`src/rtl/alu_serial_seq.sv`:
```
// Bit-serial ALU: one result bit per clock, LSB first, valid/ready on both sides.
// Define ALU_SERIAL_FLAGS_EN to build the carry/overflow/zero flag logic; otherwise the flags are tied to 0.
module alu_serial_seq #(
   parameter int unsigned WIDTH = 8
) (
   input  logic             clk,
   input  logic             rst,
   input  logic             in_valid,
   output logic             in_ready,
   input  logic [2:0]       op,
   input  logic [WIDTH-1:0] a,
   input  logic [WIDTH-1:0] b,
   output logic             out_valid,
   input  logic             out_ready,
   output logic [WIDTH-1:0] result,
   output logic             flag_c,
   output logic             flag_v,
   output logic             flag_z
);

   localparam int unsigned   IW   = (WIDTH > 2) ? $clog2(WIDTH) : 1;
   localparam logic [IW-1:0] LAST = IW'(WIDTH - 1);

   typedef enum logic [1:0] {
      IDLE,
      RUN,
      DONE
   } state_t;

   state_t           state_q, state_d;
   logic [2:0]       op_q, op_d;
   logic [WIDTH-1:0] a_q, a_d;
   logic [WIDTH-1:0] b_q, b_d;
   logic [IW-1:0]    idx_q, idx_d;
   logic             carry_q, carry_d;
   logic [WIDTH-1:0] result_q, result_d;

   logic a_bit, b_bit, bb_bit, res_bit, cout;

   // Single bit slice driven by the captured operands at the current index.
   always_comb begin
      a_bit  = a_q[idx_q];
      b_bit  = b_q[idx_q];
      bb_bit = b_bit ^ op_q[0];
      cout   = (a_bit & bb_bit) | (carry_q & (a_bit ^ bb_bit));
      unique case (op_q[2:1])
         2'b00:   res_bit = a_bit ^ bb_bit ^ carry_q;
         2'b01:   res_bit = a_bit | bb_bit;
         2'b10:   res_bit = a_bit & bb_bit;
         default: res_bit = op_q[0] ? ~b_bit : ~a_bit;
      endcase
   end

   always_comb begin
      state_d  = state_q;
      op_d     = op_q;
      a_d      = a_q;
      b_d      = b_q;
      idx_d    = idx_q;
      carry_d  = carry_q;
      result_d = result_q;
      unique case (state_q)
         IDLE: begin
            if (in_valid) begin
               op_d    = op;
               a_d     = a;
               b_d     = b;
               idx_d   = '0;
               carry_d = op[0];
               state_d = RUN;
            end
         end
         RUN: begin
            result_d[idx_q] = res_bit;
            carry_d         = cout;
            idx_d           = idx_q + 1'b1;
            if (idx_q == LAST) begin
               state_d = DONE;
            end
         end
         DONE: begin
            if (out_ready) begin
               state_d = IDLE;
            end
         end
         default: state_d = IDLE;
      endcase
   end

   always_ff @(posedge clk or posedge rst) begin
      if (rst) begin
         state_q  <= IDLE;
         op_q     <= '0;
         a_q      <= '0;
         b_q      <= '0;
         idx_q    <= '0;
         carry_q  <= 1'b0;
         result_q <= '0;
      end else begin
         state_q  <= state_d;
         op_q     <= op_d;
         a_q      <= a_d;
         b_q      <= b_d;
         idx_q    <= idx_d;
         carry_q  <= carry_d;
         result_q <= result_d;
      end
   end

   assign in_ready  = (state_q == IDLE);
   assign out_valid = (state_q == DONE);
   assign result    = result_q;

`ifdef ALU_SERIAL_FLAGS_EN
   logic flag_c_q, flag_c_d;
   logic flag_v_q, flag_v_d;
   logic flag_z_q, flag_z_d;

   // Flags are latched on the edge that writes the MSB; carry_q then holds the carry into bit WIDTH-1.
   always_comb begin
      flag_c_d = flag_c_q;
      flag_v_d = flag_v_q;
      flag_z_d = flag_z_q;
      if ((state_q == RUN) && (idx_q == LAST)) begin
         if (op_q[2:1] == 2'b00) begin
            flag_c_d = cout;
            flag_v_d = carry_q ^ cout;
         end else begin
            flag_c_d = 1'b0;
            flag_v_d = 1'b0;
         end
         flag_z_d = (result_d == '0);
      end
   end

   always_ff @(posedge clk or posedge rst) begin
      if (rst) begin
         flag_c_q <= 1'b0;
         flag_v_q <= 1'b0;
         flag_z_q <= 1'b0;
      end else begin
         flag_c_q <= flag_c_d;
         flag_v_q <= flag_v_d;
         flag_z_q <= flag_z_d;
      end
   end

   assign flag_c = flag_c_q;
   assign flag_v = flag_v_q;
   assign flag_z = flag_z_q;
`else
   assign flag_c = 1'b0;
   assign flag_v = 1'b0;
   assign flag_z = 1'b0;
`endif

endmodule

```
`config.mk`:
```
export PLATFORM = sky130hd
export DESIGN_NAME = alu_serial_seq
export DESIGN_NICKNAME = d
export VERILOG_FILES = /design/src/rtl/alu_serial_seq.sv
export SDC_FILE = /design/constraint.sdc
export NUM_CORES = 1
export LEC_CHECK = 0
export ABC_AREA = 1
export BUFFER_PORTS_ARGS = -buffer_cell sky130_fd_sc_hd__clkbuf_2
export CORE_AREA = 5 5 71 73
export DETAILED_ROUTE_END_ITERATION = 10
export DIE_AREA = 0 0 76 78
export HOLD_SLACK_MARGIN = 0.15
export MAX_ROUTING_LAYER = met4
export SETUP_SLACK_MARGIN = 0.4
export SYNTH_ARGS = -nofsm -noshare
export SYNTH_HDL_FRONTEND = slang
export SYNTH_SLANG_ARGS = --single-unit
```
`constraint.sdc`:
```
create_clock -name clk -period 3.2 [get_ports clk]
set_clock_uncertainty 0.15 [all_clocks]
set_input_delay 0.64 -clock clk [delete_from_list [all_inputs] [get_ports clk]]
set_output_delay 0.64 -clock clk [all_outputs]
set_load 0.02 [all_outputs]
```
==> impl_metrics.csv <==
group,metric,value,unit
cells_and_area,final_cell_mix,"nand2_1, dfrtp_1, clkbuf_2, o21ai_0, inv_1",
cells_and_area,num-fill-cells,449,
cells_and_area,n_antenna_cell,0,
timing,fin_crit_sh,0.794,
min_path,min_path_type,"in2async",
cells_and_area,drive_gt1_frac,0.192,
detailed_routing,vias,1382,
cells_and_area,stdcell_area,0.00193,mm^2
floorplan,chipWidth,76,um
global_route,grt_pass1_vias,1396,
timing,slew_viol_final,0,
timing,rsz0062_at_grt,"no",
worst_setup_path,worstSetupPathType,"reg2reg",
global_route,antenna_found_initial,0,
cells_and_area,area_delta_synth_final,17.2,%
placement,pre_cts_ws,427,ps
job,max_cap_violations,0,
cts,cts_tree,"yes",
global_route,grt.overflow.total,0,
detailed_routing,drtPass1Iterations,4,
global_route,grt_pass1_wl,6.31,mm
detailed_routing,drtAntennaViolNets,0,
cts,worstSkewPairLatency,290,ps
power_and_ir_drop,ir_drop,0.345,mV
cts,clkSlewWorstSetupHoldPaths,60,ps
detailed_routing,drcViolationCount,0,
power_and_ir_drop,powerDensity,1070,mW/mm^2
outcome,status,"finished clean",
yosys,yosysSeqAreaShare,0.500,
timing,fmax,0.394,GHz
cells_and_area,final_nets,278,
global_route,use_met1,0.165,
placement,dp.cells,294,
worst_setup_path,start_kind,"flip-flop",
global_route,grt_use_met3,0.0324,
yosys,synth_area_per_cell,7.71,um^2
yosys,synth_area,0.00165,mm^2
timing,layout_setup_ws,659,ps
timing,setup_violations,0,
global_route,grt_usage,0.135,
placement,post_dp_cell_area,0.00184,mm^2
floorplan,fp-row-count,24,
worst_setup_path,arrival,2560,ps
timing,hold_viol_final,0,
cts,ctsHoldBuffers,0,
yosys,synth_cells,214,
cts,cts-root-buf,"clkbuf_8",
global_route,use_met2,0.209,
timing,post-route-min-period,2540,ps
placement,io_buffers,32,
yosys,yosys_register_bits,33,
timing,tightest_slew,549,ps
placement,place_congestion,0.859,
placement,post-dp-hpwl,2.53,mm
cts,cts.htree.levels,2,
worst_setup_path,crit_required,3220,ps
detailed_routing,vias_per_cell,4.58,
cells_and_area,stdcell_count,302,
floorplan,die_y,78,um
timing,setup_tns,0,ps
detailed_routing,drt_iter0_markers,58,
global_route,grt_max_degree,34,
yosys,yosys_warnings,0,
floorplan,core,0.00429,mm^2
yosys,synth_cell_types,22,
timing,slew_headroom,0.633,
floorplan,ios,36,
worst_setup_path,crit_path_end_kind,"flip-flop",
detailed_routing,wl_per_cell,11.4,um
cts,numCtsBuffers,5,
cts,cts.path.max_buffers,2,
worst_setup_path,timing.critical_path.fanout_max,12,
cells_and_area,final_common_cell,"nand2_1",
floorplan,die-area,0.00593,mm^2
global_route,grt_busiest_layer,"met2",
detailed_routing,totalWireLength,3.45,mm
power_and_ir_drop,leakagePower,1.08,nW
floorplan,start_util,0.384,
cts,cts_sinks,33,
## per-stage QoR
step           hold slack [ps]  utilization  total power, W
2_1_floorplan              294            -         0.00150
3_5_place_dp               315        0.429         0.00175
4_1_cts                    289        0.448         0.00205
5_1_grt                    314        0.450         0.00229
3_3_place_gp               308        0.429         0.00173
6_report                   267        0.450         0.00206
## logic make-up (layout without fill, tap and decap cells)
| group | Yosys count | in the layout | share of synthesized area |
|---|---|---|---|
| other | 1 | 3 | 0.00227 |
| flip-flops | 33 | 33 | 0.500 |
| AO/OA/AOI/OAI | 29 | 29 | 0.0917 |
| AND/OR/NAND/NOR | 112 | 112 | 0.268 |
| adder cells (fa/ha/maj) | 6 | 6 | 0.0500 |
| buffers and inverters | 33 | 67 | 0.0879 |
## report_power, final
| group | total, W | switching, W | internal [W] |
|---|---|---|---|
| combinational | 0.00102 | 0.000663 | 0.000353 |
| sequential | 0.000744 | 0.000130 | 0.000614 |
| clock | 0.000301 | 0.000147 | 0.000154 |
## critical path, stage by stage, from the launching register on
cell and delay, ps:
dfrtp_2 500, inv_2 130, o21ai_0 210, o22ai_1 100
nor2_1 130, ha_1 260, inv_1 90, fa_1 430
a22oi_2 210, nand2_4 110, nand2_1 70, nand2_1 50
## Yosys cell counts (all sizes together)
| library cell | n | area (um^2) |
|---|---|---|
| nor2 | 23 | 88.8 |
| nand3 | 3 | 20.0 |
| inv | 26 | 97.6 |
| a21oi | 1 | 5.00 |
| nand2 | 86 | 333 |
| o31ai | 1 | 7.51 |
| buf | 6 | 43.8 |
| clkbuf | 1 | 3.75 |
| conb | 1 | 3.75 |
| fa | 1 | 20.0 |
| a22oi | 1 | 7.51 |
| dfrtp | 33 | 826 |
| o22ai | 1 | 6.26 |
| ha | 5 | 62.6 |
| o21ai | 25 | 125 |
## cell type report
type / instances / area, um^2 / area share
Inverter: 26 / 97.6 / 0.0505
Clock buffer: 8 / 80.1 / 0.0414
Sequential cell: 33 / 827 / 0.428
Tap cell: 52 / 65.1 / 0.0336
Timing Repair Buffer: 33 / 168 / 0.0867
Multi-Input combinational cell: 150 / 697 / 0.360
## per-layer routing
metal  part of all wire  wire length (um)
met5                  0                 0
met4              0.018                63
met3              0.049               168
met2               0.46              1600
met1               0.47              1620
## state kept, by name (all words and copies together) (netlist names)
name,cells
op_q,3
state_q,2
idx_q,3
a_q,8
carry_q,1
result,8
b_q,8
## timing repair
item	CTS	global route
hold endpoints to repair	0	0
setup buffers	0	0
endpoints found under the setup margin	0	8
gates resized for setup	0	4
## worst paths after layout
path                                from         to  slack (ps)  cells after the start
worst max-delay path            idx_q[0]  result[7]         660                     11
worst min-delay path                 rst  result[6]         270                      3
max in group asynchronous            rst   idx_q[0]        2320                      3
worst max register to register  idx_q[0]  result[7]         660                     11
worst min register to register    b_q[5]     b_q[5]         330                      2
min in group clk                  b_q[5]     b_q[5]         330                      2
(Power assumes the default switching activity.)
